===== src/rtl/lfsr_pkg.sv =====
// Shared definitions for the 4-bit x^4+x^3+1 PRBS lock checker.
package lfsr_pkg;

  localparam int HIST_W = 4;
  localparam int TAP_A  = 3;
  localparam int TAP_B  = 2;

  typedef enum logic [1:0] {
    ST_HUNT   = 2'd0,
    ST_CHECK  = 2'd1,
    ST_LOCKED = 2'd2
  } state_t;

  function automatic logic lfsr_pred(input logic [HIST_W-1:0] hist);
    return hist[TAP_A] ^ hist[TAP_B];
  endfunction

endpackage


===== src/rtl/prbs_predict.sv =====
// Bit history of the incoming PRBS and the next-bit prediction from its taps.
module prbs_predict
  import lfsr_pkg::*;
(
  input  logic              clk,
  input  logic              rst,
  input  logic              shift,
  input  logic              bit_in,
  output logic [HIST_W-1:0] hist,
  output logic              pred
);

  logic [HIST_W-1:0] r_hist;

  // hist[0] holds the newest bit
  always_ff @(posedge clk or posedge rst) begin
    if (rst) begin
      r_hist <= '0;
    end else if (shift) begin
      r_hist <= {r_hist[HIST_W-2:0], bit_in};
    end
  end

  assign hist = r_hist;
  assign pred = lfsr_pred(r_hist);

endmodule


===== config.mk =====
export PLATFORM = sky130hd
export DESIGN_NAME = prbs_predict
export DESIGN_NICKNAME = d
export VERILOG_FILES = /design/src/rtl/lfsr_pkg.sv /design/src/rtl/prbs_predict.sv
export SDC_FILE = /design/constraint.sdc
export NUM_CORES = 1
export LEC_CHECK = 0
export ABC_CLOCK_PERIOD_IN_PS = 930
export BUFFER_PORTS_ARGS = -buffer_cell sky130_fd_sc_hd__buf_2
export CORE_AREA = 2 2 39 41
export CTS_CLUSTER_DIAMETER = 80
export DETAILED_ROUTE_END_ITERATION = 10
export DIE_AREA = 0 0 41 43
export GPL_TIMING_DRIVEN = 0
export HOLD_SLACK_MARGIN = 0.08
export RECOVER_POWER = 100
export SLEW_MARGIN = 10
export SYNTH_ARGS = -nofsm -noshare
export SYNTH_HDL_FRONTEND = slang
export SYNTH_SLANG_ARGS = --single-unit

===== constraint.sdc =====
create_clock -name clk -period 0.93 [get_ports clk]
set_clock_uncertainty 0.05 [all_clocks]
set_input_delay 0.1395 -clock clk [delete_from_list [all_inputs] [get_ports clk]]
set_output_delay 0.1395 -clock clk [all_outputs]
set_load 0.02 [all_outputs]

==> results.md, run 1 <==
- Count of port buffers added during placement: 8
- Layout overhead on the synthesized area: 102%
- Layout cells sized above 1: 0.800
- Synth Instances: 10
- Largest fanout of any net on the critical path: 2
- Longest individual stage delay on the worst path: 0.43 ns
- CTS Root Cell: sky130_fd_sc_hd__clkbuf_4
- Nets: 30
- TritonCTS sink count: 4
- Worst setup slack before clock tree synthesis: -0.0345 ns
- Remaining design rule violation count: 0
- Synthesis Warnings: 0
- Number of buffers on the longest clock path: 2
- Clock insertion delay at the later pin of the skew report: 0.24 ns
- Number of antenna-violating nets in the routed design: 0
- Worst Path Arrival: around 0.99 ns
- Share of power burned in registers: 0.333
- Least-Margin Pin Slew: 0.141 ns
- Die area: 0.00176 sq mm
- Global placement routability congestion: 0.484
- Global Route Usage Sum: 0.0474
- Post-route minimum period: about 1.2 ns
- Antenna cells: 0
- Synthesized area: between 150 and 200 sq um
- # setup viols final: 7
- Clock-pin transition on the worst setup and hold timing paths: 0.04 ns
- Standard-cell rows: 14
- Io pins: 9
- Series of cell instances along the critical path: xor2_4, buf_6
- Pleak: about 0.14 nW
- Net load switching power: 0.000231 W
- Area contributors post-synth: sky130_fd_sc_hd__dfrtp_1 (63%), sky130_fd_sc_hd__mux2_2 (29%), sky130_fd_sc_hd__xor2_1 (5.6%)
- Most common library cell in the layout ignoring fill and taps: sky130_fd_sc_hd__buf_6
- Clock share of power: 0.307
- Peak VDD IR: 0.000370 V
- Top-area cell type share of the netlist area: 0.635
- Number of standard cells in the layout, taps in and fillers out: 41
- Max-cap violations: 0
- Post-route design area: 319 sq um
- Number of flip-flops under the largest register name: 4
- Number of antenna violations at the first check in global routing: 0
- Largest net degree at the start of global routing: 5
- Headroom to the max-slew limit: 0.906
- First-pass iteration count of the detailed router: 1
- Unrepaired setup endpoints after global routing: true
- CTS buffer count: 3
- Commonest cells after routing, fill and taps aside: sky130_fd_sc_hd__buf_6 (5), sky130_fd_sc_hd__mux2_2 (4), sky130_fd_sc_hd__buf_2 (4)
- Via count of the routed design: 126
- Flop and latch count out of synthesis: 4
- 1st-iter DRT viols: 0
- Power per cell area: 2390 mW/mm^2
- Average footprint of a synthesized cell: approximately 16 sq um
- Total power: around 0.00076 W
- Slew Viols, Final: 0
- Routed wire length: 315 um
- Placement Cell Area: 239 sq um
- Ratio of final minimum period to clock period: 1.26
- Maximum level of the CTS H-tree: 1
- Failing checks: setup timing
- Wire length of the first global-routing pass: 462 um
- Number of cells after detailed placement: 34
- GRT overflow: 0
- Share of total power in combinational logic: 0.360
- Clock tree from TritonCTS: built
- Syn Nets: 14
- Highest clock rate: between 800 and 900 MHz
- Vertical die dimension: 43 um
- Sequential area share after synthesis: 0.635
- Slowest stage cell on the critical path: sky130_fd_sc_hd__dfrtp_2
- Setup Crit Path Kind: flip-flop to primary output
- Routed WL per cell: between 7 and 8 um
- Category of the worst setup path capture point: primary output
- Via count of the first global-routing pass: 127
- Sw Share: 0.303
- Detail-routed via count per cell: 3.07
- Fin. Hold Viols: 0
- Count of different cell masters after synthesis: 4
- Class of the worst hold path: input port to flip-flop
- Result of the run: finished with violations
- Internal power contribution: 0.000532 W
- Setup WS post-layout: -0.246 ns
- Final hold slack: ~0.096 ns
- Type of element launching the critical path: flip-flop
- Starting density of the core: 0.114
- # fillers: 157
- Placeable core area: 0.00138 sq mm
- Crit path required time: roughly 0.74 ns
- Cell taking the most area after synthesis: sky130_fd_sc_hd__dfrtp_1
- DIE WIDTH: 41 um
per-layer routing:
metal | wire, um | GRT usage
met3 | 58 | 0.0314
met2 | 145 | 0.0563
met4 | 0 | 0.0800
met5 | 0 | 0
met1 | 111 | 0.0359
worst max-delay path: cells and delay by family, from the launching register on:
family | cells | cell delay, ns
buffers and inverters | 1 | 0.13
DFF | 1 | 0.43
xor gates and xnor gates | 1 | 0.19
stage by stage:
stage	setup TNS, ns	utilization
after floorplan	0	-
after global placement	-0.0256	0.173
after detailed placement	-0.0345	0.173
after CTS	-0.738	0.231
after global routing	-0.888	0.231
final	-0.661	0.231
cell type report:
class	instances	area, sq um	share of cell area
multi-input combinational	5	72.6	0.227
sequential	4	103	0.322
tap	16	20.0	0.0627
timing repair buffer	11	93.8	0.294
inverter	1	3.75	0.0118
clock buffer	4	26.3	0.0824
power by group through the flow:
stage                     clock [W]  combinational [W]  sequential (W)
after floorplan                   0          0.0000866        0.000291
after global placement            0           0.000186        0.000253
after detailed placement          0           0.000190        0.000255
after CTS                  0.000247           0.000279        0.000255
after global routing       0.000269           0.000300        0.000257
final                      0.000234           0.000275        0.000254
synth_stat cells (all sizes together):
library cell and number:
dfrtp 4, mux2 4, inv 1, xor2 1
final timing paths:
kind                          from  endpoint  slack (ns)  cells after the start
max                        hist[3]      pred       -0.25                      2
min                         bit_in   hist[0]         0.1                      2
max reg2reg                hist[3]   hist[3]       -0.07                      2
min reg2reg                hist[0]   hist[1]        0.50                      1
min in group asynchronous      rst   hist[2]        0.28                      3
max in group asynchronous      rst   hist[3]        0.40                      3
cells by family after synthesis:
| logic type | after synthesis | synth area share |
|---|---|---|
| xor+xnor | 1 | 0.0556 |
| buf+inv | 1 | 0.0238 |
| flops | 4 | 0.635 |
| mux | 4 | 0.286 |
what timing repair did:
action                                  CTS  global route
buffers inserted                          2             0
endpoints found under the setup margin    5             8
pin swaps                                 1             0
hold buffers                              1             0
hold endpoints to repair                  4             0
resized for setup                         9             0
(Power assumes the default switching activity.)
==> run 2: changes to the inputs <==
--- a/config.mk
+++ b/config.mk
@@ -7,12 +7,15 @@
 export LEC_CHECK = 0
 export ABC_CLOCK_PERIOD_IN_PS = 930
 export BUFFER_PORTS_ARGS = -buffer_cell sky130_fd_sc_hd__buf_2
+export CELL_PAD_IN_SITES_DETAIL_PLACEMENT = 0
+export CELL_PAD_IN_SITES_GLOBAL_PLACEMENT = 1
 export CORE_AREA = 2 2 39 41
 export CTS_CLUSTER_DIAMETER = 80
 export DETAILED_ROUTE_END_ITERATION = 10
 export DIE_AREA = 0 0 41 43
 export GPL_TIMING_DRIVEN = 0
 export HOLD_SLACK_MARGIN = 0.08
+export PLACE_DENSITY_LB_ADDON = 0.1
 export RECOVER_POWER = 100
 export SLEW_MARGIN = 10
 export SYNTH_ARGS = -nofsm -noshare
==> run 2 against run 1 <==
Compared with the run above: the run still ends with setup timing left; register-to-register slack about the same; combinational power increased by 11%; die area unchanged; sequential share of layout area decreased by 1.7 points; count of clock-buffer cells in the layout decreased by 1; global-route usage increased by 1.4 points; flip-flop and latch count unchanged; non-clock buffer count increased by 2; first-iteration DRC count increased by 1; clock power decreased by 8%; design area increased by 5.5%; wire length increased by 26%.
==> results.md, run 2 (synthesized netlist as in run 1, its figures left out) <==
- Headroom to the max-slew limit: 0.889 (-0.0166)
- Post-route design area: 337 sq um (+5.5%)
- Clock tree from TritonCTS: built
- Worst setup slack before clock tree synthesis: -0.0381 ns (-0.00354 ns)
- Internal power contribution: 0.000537 W (+1.0%)
- Die area: 0.00176 sq mm (unchanged)
- Longest individual stage delay on the worst path: 0.43 ns (about the same)
- Io pins: 9 (unchanged)
- Count of port buffers added during placement: 8 (unchanged)
- Highest clock rate: 853 MHz (+0.37%)
- Pleak: 0.157 nW (+9.4%)
- Starting density of the core: 0.114 (unchanged)
- Number of flip-flops under the largest register name: 4 (unchanged)
- GRT overflow: 0 (unchanged)
- Number of antenna violations at the first check in global routing: 0 (unchanged)
- Setup Crit Path Kind: flip-flop to primary output
- Final Core Density: 0.243 (+0.0127)
- # setup viols final: 9 (+2)
- Commonest cells after routing, fill and taps aside: sky130_fd_sc_hd__buf_6 (5), sky130_fd_sc_hd__buf_4 (4), sky130_fd_sc_hd__mux2_2 (3), sky130_fd_sc_hd__clkbuf_4 (3), sky130_fd_sc_hd__buf_2 (3)
- Crit path required time: 0.74 ns (about the same)
- Maximum level of the CTS H-tree: 1 (unchanged)
- Setup WS post-layout: -0.242 ns (+0.00439 ns)
- CTS Root Cell: sky130_fd_sc_hd__clkbuf_4
- Detailed-routed wire length on met2: 190 um (+31%)
- Nets: 32 (+6.7%)
- Met1 wire length: 166 um (+50%)
- Power per cell area: 2300 mW/mm^2 (-3.8%)
- Critical R2R Capture: hist[3]
- Fin. Hold Viols: 0 (unchanged)
- Antenna cells: 0 (unchanged)
- Worst Path Arrival: 0.98 ns (about the same)
- Peak VDD IR: 0.000640 V (+73%)
- Sum Neg Setup Slack: -0.864 ns (-0.203 ns)
- First-pass iteration count of the detailed router: 2 (+1)
- Wire length of the first global-routing pass: 662 um (+43%)
- Clock share of power: 0.280 (-0.027)
- Slowest stage cell on the critical path: sky130_fd_sc_hd__dfrtp_2
- Launching point of the worst reg2reg path: hist[2]
- Largest fanout of any net on the critical path: 2 (unchanged)
- Number of antenna-violating nets in the routed design: 0 (unchanged)
- Slew Viols, Final: 0 (unchanged)
- Post-route minimum period: 1.17 ns (-0.00439 ns)
- Clock insertion delay at the later pin of the skew report: 0.23 ns (about the same)
- Via count of the first global-routing pass: 155 (+22%)
- Placeable core area: 0.00138 sq mm (unchanged)
- Unrepaired setup endpoints after global routing: true
- Vertical die dimension: 43 um (unchanged)
- Global Route Usage Sum: 0.0614 (+0.0139)
- Sw Share: 0.305 (+0.00291)
- Global placement routability congestion: 0.562 (+16%)
- Clock-pin transition on the worst setup and hold timing paths: 0.04 ns (about the same)
- Share of power burned in registers: 0.325 (-0.008)
- End point of the most critical hold path: hist[0]
- Met3 Routed Length: 41 um (-29%)
- Result of the run: finished with violations
- Startpoint of the worst hold path: bit_in
- Routed WL per cell: 9.48 um (+23%)
- DIE WIDTH: 41 um (unchanged)
- Max-cap violations: 0 (unchanged)
- Series of cell instances along the critical path: xor2_4, buf_6
- Highest routing layer actually used: met3
- Start point of the critical path: hist[2]
- Share of total power in combinational logic: 0.395 (+0.035)
- Category of the worst setup path capture point: primary output
- Standard-cell rows: 14 (unchanged)
- Hold path depth: 2 (unchanged)
- Remaining design rule violation count: 0 (unchanged)
- Class of the worst hold path: input port to flip-flop
- Number of buffers on the longest clock path: 2 (unchanged)
- CTS buffer count: 3 (unchanged)
- Ratio of final minimum period to clock period: 1.26 (-0.00472)
- Largest net degree at the start of global routing: 5 (unchanged)
- Type of element launching the critical path: flip-flop
- Routed wire length: 398 um (+26%)
- Most common library cell in the layout ignoring fill and taps: sky130_fd_sc_hd__buf_6
- TritonCTS sink count: 4 (unchanged)
- Layout cells sized above 1: 0.846 (+0.0462)
- Detail-routed via count per cell: 3.31 (+7.7%)
- 1st-iter DRT viols: 1 (+1)
- Least-Margin Pin Slew: 0.166 ns (+0.0249 ns)
- Placement Cell Area: 239 sq um (unchanged)
- Failing checks: setup timing
- Net load switching power: 0.000236 W (+2.4%)
- Layout overhead on the synthesized area: 113%
- Via count of the routed design: 139 (+10%)
- Reg2Reg Depth: 2 (unchanged)
- Setup slack of the most critical reg-to-reg path: -0.08 ns (about the same)
run 2: per-stage QoR:
step,cells,total power (W),hold slack (ns)
CTS,42,0.000785,0.0790
floorplan,10,0.000378,-0.145
global route,42,0.000827,0.0943
global placement,34,0.000443,-0.0177
finish,42,0.000773,0.0890
detailed placement,34,0.000446,-0.0140
run 2: power by group through the flow:
stage | Clock [W] | Sequential (W) | Combinational [W]
floorplan | 0 | 0.000291 | 0.0000866
CTS | 0.000229 | 0.000251 | 0.000305
finish | 0.000216 | 0.000251 | 0.000305
global route | 0.000242 | 0.000257 | 0.000328
global placement | 0 | 0.000256 | 0.000187
detailed placement | 0 | 0.000257 | 0.000189
run 2: worst max-delay path: cells and delay by family (launching register included):
kind	cells	cell delay [ns]
flip-flops	1	0.43
XOR/XNOR	1	0.19
buffers and inverters	1	0.13
run 2: timing repair:
action / CTS / global route
buffers inserted: 4 / 0
pin swaps: 0 / 0
resized for setup: 10 / 1
setup endpoints to repair: 5 / 9
endpoints found under the hold margin: 5 / 0
cloned: 0 / 0
hold buffers: 1 / 0
run 2: per-layer routing:
| layer | GRT usage | vias to the layer above |
|---|---|---|
| met5 | 0 | - |
| met4 | 0.0600 | 0 |
| met3 | 0.0314 | 0 |
| met2 | 0.0750 | 7 |
| met1 | 0.0712 | 65 |
| li1 | - | 67 |
run 2: worst max path at each step:
stage,to,slack (ns),cells past startpoint
2_1_floorplan,hist[3],0.007,1
6_report,pred,-0.24,2
3_3_place_gp,pred,-0.03,2
5_1_grt,pred,-0.28,2
3_5_place_dp,pred,-0.04,2
4_1_cts,pred,-0.25,2
run 2: layout make-up:
cell class,instances,area (sq um)
fill,157,1050
timing repair buffer,13,111
sequential,4,103
multi-input combinational,5,76.3
clock buffer,3,22.5
tap,16,20.0
inverter,1,3.75
==> run 3: changes to the inputs <==
--- a/config.mk
+++ b/config.mk
@@ -11,6 +11,7 @@
 export CELL_PAD_IN_SITES_GLOBAL_PLACEMENT = 1
 export CORE_AREA = 2 2 39 41
 export CTS_CLUSTER_DIAMETER = 80
+export CTS_CLUSTER_SIZE = 16
 export DETAILED_ROUTE_END_ITERATION = 10
 export DIE_AREA = 0 0 41 43
 export GPL_TIMING_DRIVEN = 0
==> constraint.sdc (replaced) <==
create_clock -name clk -period 0.93 [get_ports clk]
set_clock_uncertainty 0.05 [all_clocks]
set_input_delay 0.1395 -clock clk [delete_from_list [all_inputs] [get_ports clk]]
set_output_delay 0.1395 -clock clk [all_outputs]
set_load 0.01 [all_outputs]
==> run 3 against run 2 <==
Compared with the run above: the flow still finishes with violations (setup timing); utilization is 3.5 points lower; combinational power is 41% lower; wire length is 7.0% lower; critical path type unchanged; power is 19% lower; critical path depth stayed put; cell count is 2.4% lower; die area stayed put; flip-flop and latch count stayed put; sequential share of layout area is 4.3 points higher.
==> results.md, run 3 (synthesized netlist as in run 1, its figures left out) <==
- Result of the run: finished with violations
- Met1 wire length: 168 um (+1.2%)
- Global placement routability congestion: 0.560 (-0.37%)
- Register area: 100 sq um (-2.4%)
- Clock-pin transition on the worst setup and hold timing paths: 0.04 ns (about the same)
- Combined area of the multi-input logic cells: 61.3 sq um (-20%)
- Nets: 31 (-3.1%)
- Maximum level of the CTS H-tree: 1 (unchanged)
- Largest fanout of any net on the critical path: 3 (+1)
- Max-cap violations: 0 (unchanged)
- Antenna cells: 0 (unchanged)
- # fillers: 162 (+3.2%)
- Final Core Density: 0.208 (-0.0353)
- Highest routing layer actually used: met3
- DIE WIDTH: 41 um (unchanged)
- Placeable core area: 0.00138 sq mm (unchanged)
- Met3 Routed Length: 43 um (+4.9%)
- Type of element launching the critical path: flip-flop
- Die area: 0.00176 sq mm (unchanged)
- Crit path required time: 0.74 ns (about the same)
- Critical R2R Capture: hist[3]
- Worst Path Arrival: 0.91 ns (-0.07 ns)
- Setup WS post-layout: -0.172 ns (+0.0703 ns)
- Io pins: 9 (unchanged)
- First-pass iteration count of the detailed router: 2 (unchanged)
- Detailed-routed wire length on met2: 158 um (-17%)
- Number of antenna-violating nets in the routed design: 0 (unchanged)
- Pleak: 0.148 nW (-6.0%)
- Unrepaired setup endpoints after global routing: true
- Most common library cell in the layout ignoring fill and taps: sky130_fd_sc_hd__buf_2
- CTS Root Cell: sky130_fd_sc_hd__clkbuf_4
- CTS buffer count: 3 (unchanged)
- End point of the most critical hold path: hist[0]
- Hold path depth: 2 (unchanged)
- Global Route Usage Sum: 0.0562 (-0.00514)
- Worst setup slack before clock tree synthesis: 0.0578 ns (+0.0959 ns)
- Headroom to the max-slew limit: 0.891 (+0.00167)
- Via count of the routed design: 128 (-7.9%)
- Count of port buffers added during placement: 8 (unchanged)
- Routed WL per cell: 9.02 um (-4.8%)
- Layout overhead on the synthesized area: 82.5%
- Peak VDD IR: 0.000664 V (+3.7%)
- Setup slack of the most critical reg-to-reg path: -0.03 ns (+0.05 ns)
- Power per cell area: 2160 mW/mm^2 (-5.8%)
- GRT overflow: 0 (unchanged)
- Clock insertion delay at the later pin of the skew report: 0.23 ns (about the same)
- Setup Crit Path Kind: flip-flop to primary output
- Class of the worst hold path: input port to flip-flop
- Highest clock rate: 908 MHz (+6.4%)
- # setup viols final: 6 (-3)
- Number of buffers on the longest clock path: 2 (unchanged)
- Vertical die dimension: 43 um (unchanged)
- Reg2Reg Depth: 2 (unchanged)
- Slew Viols, Final: 0 (unchanged)
- Fin. Hold Viols: 0 (unchanged)
- Post-route minimum period: 1.10 ns (-0.0703 ns)
- Largest net degree at the start of global routing: 5 (unchanged)
- Sum Neg Setup Slack: -0.413 ns (+0.452 ns)
- Category of the worst setup path capture point: primary output
- Failing checks: setup timing
- Least-Margin Pin Slew: 0.163 ns (-0.00251 ns)
- Launching point of the worst reg2reg path: hist[2]
- Via count of the first global-routing pass: 142 (-8.4%)
- Starting density of the core: 0.114 (unchanged)
- Startpoint of the worst hold path: bit_in
- Wire length of the first global-routing pass: 600 um (-9.4%)
- Commonest cells after routing, fill and taps aside: sky130_fd_sc_hd__buf_2 (8), sky130_fd_sc_hd__dfrtp_1 (4), sky130_fd_sc_hd__clkbuf_4 (3)
- Layout cells sized above 1: 0.720 (-0.126)
- Detail-routed via count per cell: 3.12 (-5.7%)
- Remaining design rule violation count: 0 (unchanged)
- Standard-cell rows: 14 (unchanged)
- TritonCTS sink count: 4 (unchanged)
- Number of flip-flops under the largest register name: 4 (unchanged)
- Clock tree from TritonCTS: built
- Ratio of final minimum period to clock period: 1.18 (-0.0756)
- Number of antenna violations at the first check in global routing: 0 (unchanged)
- 1st-iter DRT viols: 1 (unchanged)
- Routed wire length: 370 um (-7.0%)
[run 3: cell types whose count changed in the layout (fill, tap and decap cells not counted)]
cell,before,now
sky130_fd_sc_hd__buf_2,3,8
sky130_fd_sc_hd__buf_4,4,1
sky130_fd_sc_hd__buf_6,5,2
sky130_fd_sc_hd__dfrtp_1,2,4
sky130_fd_sc_hd__dfrtp_2,2,0
sky130_fd_sc_hd__mux2_2,3,2
sky130_fd_sc_hd__mux2_4,1,2
sky130_fd_sc_hd__xor2_1,0,1
sky130_fd_sc_hd__xor2_4,1,0
[run 3: layer usage]
metal  vias up  GRT usage
met4         0     0.0600
met1        57     0.0707
met2         7     0.0594
met5         -          0
met3         0     0.0314
li1         64          -
[run 3: metrics by stage]
stage	cells	cell area, sq um	hold WS [ns]	power, W
final	41	288	0.0885	0.000622
after global routing	41	288	0.101	0.000673
after CTS	40	265	0.0809	0.000605
after detailed placement	34	218	-0.0141	0.000365
after global placement	34	218	-0.0169	0.000364
after floorplan	10	158	-0.144	0.000300
[run 3: how the worst max path moves through the flow]
stage	endpoint	cells after the start	slack, ns	from
after floorplan	hist[3]	1	0.08	hist[2]
after global placement	pred	2	0.07	hist[2]
after detailed placement	pred	2	0.06	hist[2]
after CTS	pred	2	-0.19	hist[2]
after global routing	pred	2	-0.22	hist[3]
final	pred	2	-0.17	hist[2]
[run 3: what timing repair did]
item                       in CTS  in global routing
hold buffers                    1                  0
hold endpoints to repair        4                  0
resized for setup               0                  4
setup buffers                   2                  1
setup endpoints to repair       5                  8
[run 3: worst max-delay path: stages (launching register included)]
cell and delay, ns:
sky130_fd_sc_hd__dfrtp_1 0.40, sky130_fd_sc_hd__xor2_1 0.14, sky130_fd_sc_hd__buf_2 0.14
[run 3: power by group]
group / internal [W] / switching [W] / leakage (nW) / total (W)
Clock: 0.000144 / 0.0000699 / 0.0138 / 0.000214
Combinational: 0.000109 / 0.0000696 / 0.0870 / 0.000179
Sequential: 0.000206 / 0.0000240 / 0.0470 / 0.000229
[run 3: cell type report]
cell class,count,area share
sequential,4,0.348
tap,16,0.0696
inverter,1,0.0130
multi-input combinational,5,0.213
timing repair buffer,12,0.278
clock buffer,3,0.0783
